`src/rtl/lfsr_sched.sv`:
```
// Round-robin scheduler sharing one runtime-configurable LFSR among NUM_REQ requesters.
// Each grant loads taps/seed into the LFSR, gathers the requested bits, returns them packed.
module lfsr_sched #(
  parameter int N       = 8,
  parameter int NUM_REQ = 4,
  parameter int MAX_LEN = 32,
  parameter int LW      = $clog2(MAX_LEN + 1),
  parameter int IDW     = $clog2(NUM_REQ)
) (
  input  logic                 clk_i,
  input  logic                 reset_ni,
  input  logic [NUM_REQ-1:0]   req_valid_i,
  input  logic [NUM_REQ*N-1:0] req_taps_i,
  input  logic [NUM_REQ*N-1:0] req_seed_i,
  input  logic [NUM_REQ*LW-1:0] req_len_i,
  output logic [NUM_REQ-1:0]   req_ready_o,
  output logic                 rsp_valid_o,
  input  logic                 rsp_ready_i,
  output logic [IDW-1:0]       rsp_id_o,
  output logic [MAX_LEN-1:0]   rsp_data_o,
  output logic                 busy_o,
  output logic                 lfsr_load_config_o,
  output logic [N-1:0]         lfsr_taps_o,
  output logic [N-1:0]         lfsr_start_value_o,
  input  logic                 lfsr_data_i,
  input  logic                 lfsr_valid_i
);

  localparam logic [1:0] ST_IDLE = 2'd0;
  localparam logic [1:0] ST_LOAD = 2'd1;
  localparam logic [1:0] ST_RUN  = 2'd2;
  localparam logic [1:0] ST_OUT  = 2'd3;

  logic [1:0]         state_q, state_d;
  logic [IDW-1:0]     rr_ptr_q, rr_ptr_d;
  logic [IDW-1:0]     id_q, id_d;
  logic [N-1:0]       taps_q, taps_d;
  logic [N-1:0]       seed_q, seed_d;
  logic [LW-1:0]      len_q, len_d;
  logic [LW-1:0]      cnt_q, cnt_d;
  logic [MAX_LEN-1:0] acc_q, acc_d;

  logic [N-1:0]  taps_arr [NUM_REQ];
  logic [N-1:0]  seed_arr [NUM_REQ];
  logic [LW-1:0] len_arr  [NUM_REQ];

  // Requests are rotated so that position 0 is rr_ptr; the first set bit then
  // gives the offset from the pointer, and seen[] doubles as the "any request" flag.
  logic [NUM_REQ-1:0] req_rot;
  logic [NUM_REQ-1:0] first_oh;
  logic [NUM_REQ:0]   seen;
  logic [IDW-1:0]     off_chain [NUM_REQ+1];

  assign req_rot      = NUM_REQ'({req_valid_i, req_valid_i} >> rr_ptr_q);
  assign seen[0]      = 1'b0;
  assign off_chain[0] = '0;

  genvar gi;
  generate
    for (gi = 0; gi < NUM_REQ; gi++) begin : g_req
      assign taps_arr[gi]      = req_taps_i[gi*N +: N];
      assign seed_arr[gi]      = req_seed_i[gi*N +: N];
      assign len_arr[gi]       = req_len_i[gi*LW +: LW];
      assign first_oh[gi]      = req_rot[gi] & ~seen[gi];
      assign seen[gi+1]        = seen[gi] | req_rot[gi];
      assign off_chain[gi+1]   = off_chain[gi] | (first_oh[gi] ? IDW'(gi) : '0);
    end
  endgenerate

  logic [IDW:0]   gnt_sum;
  logic [IDW-1:0] gnt_idx;
  logic           grant_en;
  logic [LW-1:0]  len_sel;
  logic [LW-1:0]  len_clamped;
  logic [LW-1:0]  cnt_inc;

  assign gnt_sum  = {1'b0, rr_ptr_q} + {1'b0, off_chain[NUM_REQ]};
  assign gnt_idx  = IDW'((gnt_sum >= (IDW+1)'(NUM_REQ)) ? gnt_sum - (IDW+1)'(NUM_REQ) : gnt_sum);
  // Gated by reset so the accept pulse is also silent while reset is held.
  assign grant_en = reset_ni && (state_q == ST_IDLE) && seen[NUM_REQ];

  assign len_sel     = len_arr[gnt_idx];
  assign len_clamped = (len_sel > LW'(MAX_LEN)) ? LW'(MAX_LEN) : len_sel;
  assign cnt_inc     = cnt_q + LW'(1);

  always_comb begin
    state_d  = state_q;
    rr_ptr_d = rr_ptr_q;
    id_d     = id_q;
    taps_d   = taps_q;
    seed_d   = seed_q;
    len_d    = len_q;
    cnt_d    = cnt_q;
    acc_d    = acc_q;
    case (state_q)
      ST_IDLE: begin
        if (grant_en) begin
          taps_d   = taps_arr[gnt_idx];
          seed_d   = seed_arr[gnt_idx];
          len_d    = len_clamped;
          id_d     = gnt_idx;
          rr_ptr_d = (gnt_idx == IDW'(NUM_REQ - 1)) ? '0 : gnt_idx + IDW'(1);
          acc_d    = '0;
          cnt_d    = '0;
          state_d  = (len_clamped == '0) ? ST_OUT : ST_LOAD;
        end
      end
      ST_LOAD: state_d = ST_RUN;
      ST_RUN: begin
        // The LFSR shows valid low in the first RUN cycle, so stale data never lands here.
        if (lfsr_valid_i) begin
          acc_d = acc_q | (MAX_LEN'(lfsr_data_i) << cnt_q);
          cnt_d = cnt_inc;
          if (cnt_inc == len_q) state_d = ST_OUT;
        end
      end
      ST_OUT: begin
        if (rsp_ready_i) state_d = ST_IDLE;
      end
      default: state_d = ST_IDLE;
    endcase
  end

  always_ff @(posedge clk_i or negedge reset_ni) begin
    if (!reset_ni) begin
      state_q  <= ST_IDLE;
      rr_ptr_q <= '0;
      id_q     <= '0;
      taps_q   <= '0;
      seed_q   <= '0;
      len_q    <= '0;
      cnt_q    <= '0;
      acc_q    <= '0;
    end else begin
      state_q  <= state_d;
      rr_ptr_q <= rr_ptr_d;
      id_q     <= id_d;
      taps_q   <= taps_d;
      seed_q   <= seed_d;
      len_q    <= len_d;
      cnt_q    <= cnt_d;
      acc_q    <= acc_d;
    end
  end

  assign req_ready_o        = grant_en ? (NUM_REQ'(1) << gnt_idx) : '0;
  assign rsp_valid_o        = (state_q == ST_OUT);
  assign rsp_id_o           = id_q;
  assign rsp_data_o         = acc_q;
  assign busy_o             = (state_q != ST_IDLE);
  assign lfsr_load_config_o = (state_q == ST_LOAD);
  assign lfsr_taps_o        = taps_q;
  assign lfsr_start_value_o = seed_q;

endmodule

```
`config.mk`:
```
export PLATFORM = sky130hd
export DESIGN_NAME = lfsr_sched
export DESIGN_NICKNAME = d
export VERILOG_FILES = /design/src/rtl/lfsr_sched.sv
export SDC_FILE = /design/constraint.sdc
export NUM_CORES = 1
export LEC_CHECK = 0
export ABC_AREA = 1
export BUFFER_PORTS_ARGS = -buffer_cell sky130_fd_sc_hd__buf_2
export CAP_MARGIN = 30
export CORE_MARGIN = 2
export CORE_UTILIZATION = 53
export CTS_CLUSTER_DIAMETER = 100
export DETAILED_ROUTE_END_ITERATION = 10
export HOLD_SLACK_MARGIN = 0.08
export PLACE_DENSITY = 0.95
export SYNTH_ARGS = -nofsm -noshare
export SYNTH_HDL_FRONTEND = slang
export SYNTH_SLANG_ARGS = --single-unit
export TNS_END_PERCENT = 1
```
`constraint.sdc`:
```
create_clock -name clk_i -period 5.2 [get_ports clk_i]
set_input_delay 0.26 -clock clk_i [delete_from_list [all_inputs] [get_ports clk_i]]
set_output_delay 0.26 -clock clk_i [all_outputs]
set_load 0.02 [all_outputs]
```
* After elaboration in Yosys (flattened, before gate mapping)
Index checks and enable logic that the tools add are counted.
** Storage, ports and cells
- Logic and storage cells :: 77
- Memories :: 0
- Bits of input ports :: 97
- Bits in latches :: 0
- Memory bits (writable) :: 0
- Flip-flop bits (word level) :: 66
- Bits in read-only memories :: 0
** Operators by class
- Mux-type cells :: 28
- Shift-type cells :: 3
- Div/mod/pow operators :: 0
- Reductions and logical operators :: 9
- Equality and inequality tests :: 9
- $lt $le $gt $ge :: 3
- Multiply operators :: 0
- Bitwise logic cells :: 13
- $add $sub $neg :: 4
** Operator list (count)
- two-way mux 32 bit :: 2
- case mux 32 bit (2 select lines) :: 1
- binary-select mux 8 bit (select 2 bit) :: 2
- two-way mux 8 bit :: 4
- OR 32 bit :: 1
- left shift 1 x 6 -> 32 bit :: 1
- two-way mux 6 bit :: 5
- two-way mux 2 bit :: 9
- binary-select mux 6 bit (select 2 bit) :: 1
- case mux 6 bit (2 select lines) :: 1
- case mux 2 bit (4 select lines) :: 1
- right shift 8 x 2 -> 4 bit :: 1
- adder 6 x 1 -> 6 bit (second input constant) :: 1
- == test 2 bit (second input constant) :: 3
- == test 6 bit :: 1
- greater-or-equal comparator 3 bit (second input constant) :: 2
- greater-than comparator 6 bit (second input constant) :: 1
- zero test 6 bit :: 1
- inequality test 2 bit (second input constant) :: 3
- two-way mux 4 bit :: 1
- AND reduction 4 bit :: 1
- nonzero test 2 bit :: 2
- left shift 1 x 2 -> 4 bit (first input constant) :: 1
- adder 2 x 2 -> 3 bit :: 1
- 15 further kinds :: 22

* Logic depth before layout (Yosys ltp)
Gate-level depths: netlist of the first run.
- Depth after elaboration :: 20
- Gate-level depth with buffers :: 19

* Worst setup path before layout of the first run
No wires, ideal clock.
- Path type :: flip-flop to output port
- Start :: register rr_ptr_q[0]
- End :: output port req_ready_o[0]
- Arrival :: 2.536 ns
- Buffers on the path :: 3
- Stages on the path, launching flop included :: 15
- Slack :: 2.404 ns
- Cells stage by stage :: dfrtp_1 > inv_2 > nand2_1 > nand3_1 > nand2_1 > nand3_1 > a21boi_0 > ha_1 > buf_2 > inv_1 > clkbuf_1 > clkbuf_1 > ha_1 > inv_1 > nor2_1
** Between the ends
- Word-level cells in the longest chain between the ends :: 12
- Elaborated cells on any way between the ends :: 22
** RTL lines
- start: declaration :: RTL line 35 : logic [IDW-1:0] rr_ptr_q, rr_ptr_d;
- start signal: assignment :: RTL line 136 : rr_ptr_q <= rr_ptr_d;
- right shift 8 x 2 -> 4 bit :: RTL line 54 : assign req_rot = NUM_REQ'({req_valid_i, req_valid_i} >> rr_ptr_q);
- OR 1 bit :: RTL line 65 : assign seen[gi+1] = seen[gi] | req_rot[gi];
- OR 1 bit or NOT 1 bit (tied branches) :: RTL line 65, 64
- NOT 1 bit or bitwise AND 1 bit (tied branches) :: RTL line 64 : assign first_oh[gi] = req_rot[gi] & ~seen[gi];
- bitwise AND 1 bit or two-way mux 2 bit (tied branches) :: RTL line 64, 66
- two-way mux 2 bit or OR 1 x 2 -> 2 bit (tied branches) :: RTL line 66 : assign off_chain[gi+1] = off_chain[gi] | (first_oh[gi] ? IDW'(gi) : '0);
- OR 2 bit :: RTL line 66
- adder 2 x 2 -> 3 bit * :: RTL line 77 : assign gnt_sum = {1'b0, rr_ptr_q} + {1'b0, off_chain[NUM_REQ]};
- greater-or-equal comparator 3 bit or subtractor 2 x 1 -> 2 bit (tied branches) :: RTL line 78 : assign gnt_idx = IDW'((gnt_sum >= (IDW+1)'(NUM_REQ)) ? gnt_sum - (IDW+1)'(NUM_REQ) : gnt_sum);
- two-way mux 2 bit * :: RTL line 78
- via gnt_idx[0] :: RTL line 71 : logic [IDW-1:0] gnt_idx;
- left shift 1 x 2 -> 4 bit * :: RTL line 146 : assign req_ready_o = grant_en ? (NUM_REQ'(1) << gnt_idx) : '0;
- two-way mux 4 bit * :: RTL line 146
- end: declaration :: RTL line 16 : output logic [NUM_REQ-1:0] req_ready_o,
The timed path passes the listed nets; every way through them passes the cells marked *.

* Worst setup path in the final report of the first run
- Start :: register rr_ptr_q[0]
- End :: output port req_ready_o[1]
** Between the ends
- Word-level cells in the longest chain between the ends :: 12
- Elaborated cells on any way between the ends :: 22
** RTL lines (RTL line)
- right shift 8 x 2 -> 4 bit :: 54
- OR 1 bit :: 65
- OR 1 bit or NOT 1 bit (tied branches) :: 65, 64
- NOT 1 bit or bitwise AND 1 bit (tied branches) :: 64
- bitwise AND 1 bit or two-way mux 2 bit (tied branches) :: 64, 66
- two-way mux 2 bit or OR 1 x 2 -> 2 bit (tied branches) :: 66
- OR 2 bit :: 66
- adder 2 x 2 -> 3 bit :: 77
- greater-or-equal comparator 3 bit or subtractor 2 x 1 -> 2 bit (tied branches) :: 78
- two-way mux 2 bit :: 78
- left shift 1 x 2 -> 4 bit :: 146
- two-way mux 4 bit * :: 146
Every way passes the cells marked *; elsewhere a longest branch is shown, timed or not.

==> flow_metrics.tcl, run 1 <==
set metrics [dict create \
    finalCriticalPeriod_ns 3.651 \
    ys_warn_count 0 \
    path_cells "inv_2, nand2_1, nand3_1, nand2_1, nand3_1, a21boi_0, ha_1, xor2_1, inv_1, nand3_1, nand2_2, inv_2, ha_1, inv_1, nor2_1, buf_2" \
    drcViolationCount 0 \
    run_status "complete, no violations" \
    grt_usage 0.2615 \
    antenna_left 0 \
    synth_flop_cell "dfrtp_1" \
    grt_pass1_vias 3926 \
    rrSetupSlack_ns 1.97 \
    grt_max_degree 67 \
    hold_buffers 0 \
    grt_pass1_wl_um 17540 \
    layout-drive-gt1-share 0.2790 \
    ys_seq_elements 66 \
    core_um2 7253 \
    cts_sinks 66 \
    avgSynthCellArea_um2 7.399 \
    finalSetupTns_ns 0 \
    critical_path_required_ns 4.94 \
    cts-resized-gates 0 \
    min_path_type "in -> async" \
    critPathLaunchType "flip-flop" \
    fin_ws_ns 1.549 \
    r2r_start "rr_ptr_q[0]" \
    portBuffers 153 \
    area_growth_pct 25.84 \
    fp.dieH_um 90.35 \
    maxCapViolations 0 \
    power_per_cell_area_nw_per_um2 637.4 \
    worstSkewPairLatency_ns 0.34 \
    io_pins 154 \
    synth_edf_count 0 \
    rsz0062_at_grt "false" \
    worstSetupEndpointType "output pin" \
    fin_nets 784 \
    cts_setup_buffers 0 \
    start_util 0.5448 \
    crit_type "reg -> out" \
    async_flop_share 1.000 \
    vias 4137 \
    cts_made_buffers 9 \
    final_util 0.6855 \
    htreeDepth 3 \
    place_ws_ns 1.990 \
    place_congestion 0.8734 \
    fin_crit_sh 0.7021 \
    setup_viol 0 \
    final_cell_mix "153 x buf_2, 117 x nand2_1, 66 x inv_1, 66 x dfrtp_1, 65 x nor2_1" \
    final-max-slew-violation-count 0 \
    die_area_um2 8162 \
    cp_max_fo 28 \
    cp_num_buf_inv 5 \
    r2r_cells 17 \
    slew_headroom 0.3129 \
    max-vdd-ir-drop_mv 0.6169 \
    fmax_ghz 0.2739 \
    finClkSkew_ns 0.007559 \
    p_leak_nw 2.617 \
    synthCells 534 \
    path_clk_slew_ns 0.07 \
    diodes 0 \
    synthesis.nets 642 \
    yosysUniqueCellTypes 33 \
    drt_iter0_markers 235 \
    crit_family "simple AND/OR/NAND/NOR gates" \
    cp.arrival_ns 3.39 \
    cts_tree "built" \
    first_pass_iters 5 \
    final_common_cell "buf_2" \
    antenna_found_initial 0 \
    clockBufferDepth 2 \
    critPathSlowestCell "dfrtp_1" \
    grt-ovfl-total 0 \
    wire_per_inst_um 13.28 \
    regToRegEndpoint "len_q[4]" \
    num_rows 31 \
    clock-root-buffer "clkbuf_8" \
    fp.dieW_um 90.35 \
    crit_path_frequent_cell "nand3_1" \
    max_stage_delay_ns 0.43 \
    hold_viol 0 \
    worstMarginPinSlew_ns 1.027 \
    viasPerCell 5.304 \
    synth_area_um2 3951 \
    totalWireLength_um 10360 \
    dp_hpwl_um 7771 \
    synth_seq_area_share 0.4180 \
]
==> power breakdown <==
| group | leakage (nW) | internal, mW | switching, mW | total, mW |
|---|---|---|---|---|
| Clock | 0.105 | 0.269 | 0.202 | 0.471 |
| Combinational | 1.64 | 0.641 | 1.33 | 1.97 |
| Sequential | 0.873 | 0.639 | 0.0908 | 0.730 |
| Total | 2.62 | 1.55 | 1.62 | 3.17 |
==> state kept, by name, indices dropped and copies added (netlist names) <==
name,count
cnt_q,6
len_q,6
lfsr_start_value_o,8
lfsr_taps_o,8
rr_ptr_q,2
rsp_data_o,32
rsp_id_o,2
state_q,2
==> worst max path at each step <==
stage	from	end	slack [ns]	depth (start not counted)
2_1_floorplan	rr_ptr_q[0]	req_ready_o[0]	2.40	14
3_3_place_gp	rr_ptr_q[0]	req_ready_o[1]	2.16	16
3_5_place_dp	rr_ptr_q[0]	req_ready_o[1]	1.99	16
4_1_cts	rr_ptr_q[0]	req_ready_o[1]	1.60	16
5_1_grt	rr_ptr_q[0]	req_ready_o[0]	1.23	16
6_report	rr_ptr_q[0]	req_ready_o[1]	1.55	16
==> cell usage after synthesis, types with 4 or more instances <==
library cell    n  area, µm²
nand2_1       117      439.2
dfrtp_1        66       1652
inv_1          66      247.7
nor2_1         66      247.7
nand3_1        43      215.2
a21oi_1        36      180.2
o21ai_0        26      130.1
a22o_1         16      140.1
a31oi_1        16      100.1
clkbuf_1       15      56.30
ha_1           11      137.6
buf_2           8      40.04
mux2i_1         6      60.06
nor3_1          5      25.02
xor2_1          5      43.79
inv_2           4      15.01
or2_2           4      25.02
==> kinds of logic (layout without fill, tap and decap cells) <==
group / count (synthesis) / after routing / share of synthesized area
DFF: 66 / 66 / 0.4180
adders and majority gates: 11 / 11 / 0.03483
AOI/OAI and AO/OA: 105 / 105 / 0.1599
xor gates and xnor gates: 6 / 6 / 0.01330
and+or+nand+nor: 244 / 244 / 0.2603
muxes: 6 / 6 / 0.01520
buffers and inverters: 96 / 243 / 0.09848
==> worst reg2reg max path, stage by stage (launching register included) <==
cell      delay, ns
dfrtp_1        0.44
inv_2          0.12
nand2_1        0.09
nand3_1        0.08
nand2_1        0.08
nand3_1        0.09
a21boi_0       0.11
ha_1           0.29
buf_4          0.40
inv_1          0.33
or2_2          0.34
o21ai_0        0.11
inv_1          0.07
o21ai_0        0.18
nand2_1        0.09
o21bai_2       0.18
nand3_1        0.09
nand2_1        0.07
==> layout make-up <==
class                   count  area (µm²)
well taps                  99       123.9
fillers                   623        2281
flip-flops and latches     66        1652
clock buffers               9       123.9
repair buffers            157       803.3
multi-input cells         372        1913
inverters                  70       262.8
clock inverters             7       93.84
==> layer usage <==
metal  global-route usage  vias up  part of all wire
li1                     -     2017                 -
met1               0.3219     1896              0.40
met2               0.4568      202              0.51
met3              0.04424       22             0.068
met4               0.1064        0             0.021
met5                    0        -                 0
==> metrics by stage <==
step           cell area (µm²)  hold WS, ns  total power, mW  std cells
2_1_floorplan             3951     -0.03559            2.283        534
3_3_place_gp              4740       0.4649            2.607        763
3_5_place_dp              4755       0.4682            2.700        764
4_1_cts                   4972       0.1715            3.176        780
5_1_grt                   4972       0.2042            3.490        780
6_report                  4972       0.1508            3.169        780
No activity file was read; power rests on OpenSTA's default activity.
==> run 2, diff against run 1 <==
Settings changed: CORE_UTILIZATION 53 to 49, PLACE_DENSITY 0.95 to 0.92.
Clock period 5.2 ns to 3.7 ns, I/O delays scaled along.
==> run 2 against run 1 <==
  * Core utilization fell by 4.7 points
  * Total power grew 40%
  * Combinational power up 43%
  * Critical path depth is 3 lower
  * Via count is 1.4% lower
  * Sequential share of layout area is 0.059 points higher
  * First-iteration DRC count grew 19%
  * Sequential power is 41% higher
  * Routed wire length fell by 1.2%
  * Critical path type unchanged
  * Critical endpoint is now req_ready_o[0]
  * Largest power group unchanged
==> flow_metrics.tcl, run 2 (synthesized netlist as in run 1, its figures left out) <==
set metrics [dict create \
    hold_buffers 0 \
    place_congestion 0.9166 \
    dp.cells 769 \
    first_pass_iters 5 \
    cts_made_buffers 9 \
    worstSetupEndpointType "output pin" \
    vias 4080 \
    diodes 0 \
    worstMarginPinSlew_ns 1.006 \
    finalSetupTns_ns 0 \
    antenna_found_initial 0 \
    path_cells "inv_2, nand2_1, nand3_1, nand2_1, nand3_1, a21boi_0, ha_1, inv_1, buf_4, ha_1, inv_1, nor2_1, buf_2" \
    fin_ws_ns 0.4946 \
    grt_pass1_wl_um 16730 \
    layoutNonFillerInstCount 785 \
    r2r_cells 16 \
    grt_usage 0.2347 \
    cp.arrival_ns 3.02 \
    largest_reg_flops 32 \
    portBuffers 153 \
    rrSetupSlack_ns 0.70 \
    min_path_type "in -> async" \
    fmax_ghz 0.3120 \
    finalCriticalPeriod_ns 3.205 \
    max-vdd-ir-drop_mv 1.085 \
    viasPerCell 5.197 \
    fillers 695 \
    max_stage_delay_ns 0.48 \
    cts_tree "built" \
    drcViolationCount 0 \
    p_leak_nw 2.619 \
    critical_path_required_ns 3.51 \
    clock-root-buffer "clkbuf_8" \
    slew_headroom 0.3267 \
    clockBufferDepth 2 \
    fin_nets 786 \
    fp.dieH_um 93.80 \
    wire_per_inst_um 13.05 \
    num_rows 32 \
    totalWireLength_um 10240 \
    cts_sinks 66 \
    crit_type "reg -> out" \
    final-max-slew-violation-count 0 \
    final_common_cell "buf_2" \
    critPathLaunchType "flip-flop" \
    fp.dieW_um 93.80 \
    run_status "complete, no violations" \
    dp_hpwl_um 7858 \
    final_cell_mix "153 x buf_2, 117 x nand2_1, 66 x inv_1, 66 x dfrtp_1, 65 x nor2_1" \
    grt_max_degree 67 \
    cts-resized-gates 0 \
    die_area_um2 8798 \
    area_growth_pct 25.62 \
    regToRegEndpoint "len_q[0]" \
    setup_viol 0 \
    drt_iter0_markers 280 \
    io_pins 154 \
    hold_viol 0 \
    htreeDepth 3 \
    worstSkewPairLatency_ns 0.33 \
    r2r_start "rr_ptr_q[0]" \
    grt_pass1_vias 3813 \
    fin_crit_sh 0.8663 \
    cts_setup_buffers 0 \
    final_util 0.6390 \
    grt-ovfl-total 0 \
    start_util 0.5087 \
    path_clk_slew_ns 0.07 \
    core_um2 7767 \
    rsz0062_at_grt "false" \
    finClkSkew_ns 0.009716 \
    power_per_cell_area_nw_per_um2 894.9 \
    antenna_left 0 \
    place_ws_ns 0.7649 \
    maxCapViolations 0 \
    cp_max_fo 34 \
    layout-drive-gt1-share 0.2767 \
    critPathSlowestCell "ha_1" \
]
run 2: worst max-delay path by stage:
| stage | endpoint | slack, ns | startpoint | depth (start not counted) |
|---|---|---|---|---|
| after global routing | req_ready_o[0] | 0.17 | rr_ptr_q[0] | 13 |
| after detailed placement | len_q[0] | 0.76 | rr_ptr_q[0] | 16 |
| after CTS | req_ready_o[0] | 0.52 | rr_ptr_q[0] | 13 |
| final | req_ready_o[0] | 0.49 | rr_ptr_q[0] | 13 |
| after floorplan | req_ready_o[0] | 0.98 | rr_ptr_q[0] | 14 |
| after global placement | len_q[0] | 0.96 | rr_ptr_q[0] | 16 |
run 2: worst max-delay path, delay by kind of cell, from the launching register on:
family          cells  cell delay (ns)
buf+inv             5             0.91
fa+ha+maj           2             0.71
flops               1             0.45
simple gates        5             0.42
compound gates      1             0.17
run 2: stage by stage:
step	cell area [µm²]	hold slack, ns	power [mW]
after detailed placement	4766	0.4729	3.825
final	4964	0.07656	4.442
after floorplan	3951	-0.1106	3.209
after CTS	4964	0.1153	4.435
after global routing	4964	0.1695	4.868
after global placement	4766	0.4654	3.703
run 2: cell type report:
type	count	area, µm²	share of cell area
Clock buffer	14	162.7	0.03277
Multi-Input combinational cell	372	1913	0.3854
Clock inverter	2	35.03	0.007058
Inverter	70	262.8	0.05294
Sequential cell	66	1652	0.3327
Timing Repair Buffer	159	810.8	0.1633
Tap cell	102	127.6	0.02571
run 2: power breakdown:
group,switching (mW),internal [mW],leakage [nW]
clock network,0.254,0.348,0.101
registers,0.132,0.899,0.873
logic,1.88,0.926,1.65
total,2.27,2.17,2.62
run 2: per-layer routing:
metal	wire length [µm]	up-vias	global-route usage
met2	5192	190	0.4190
met3	705	21	0.04093
met5	0	-	0
met1	4147	1850	0.2906
li1	-	2019	-
met4	196	0	0.06643
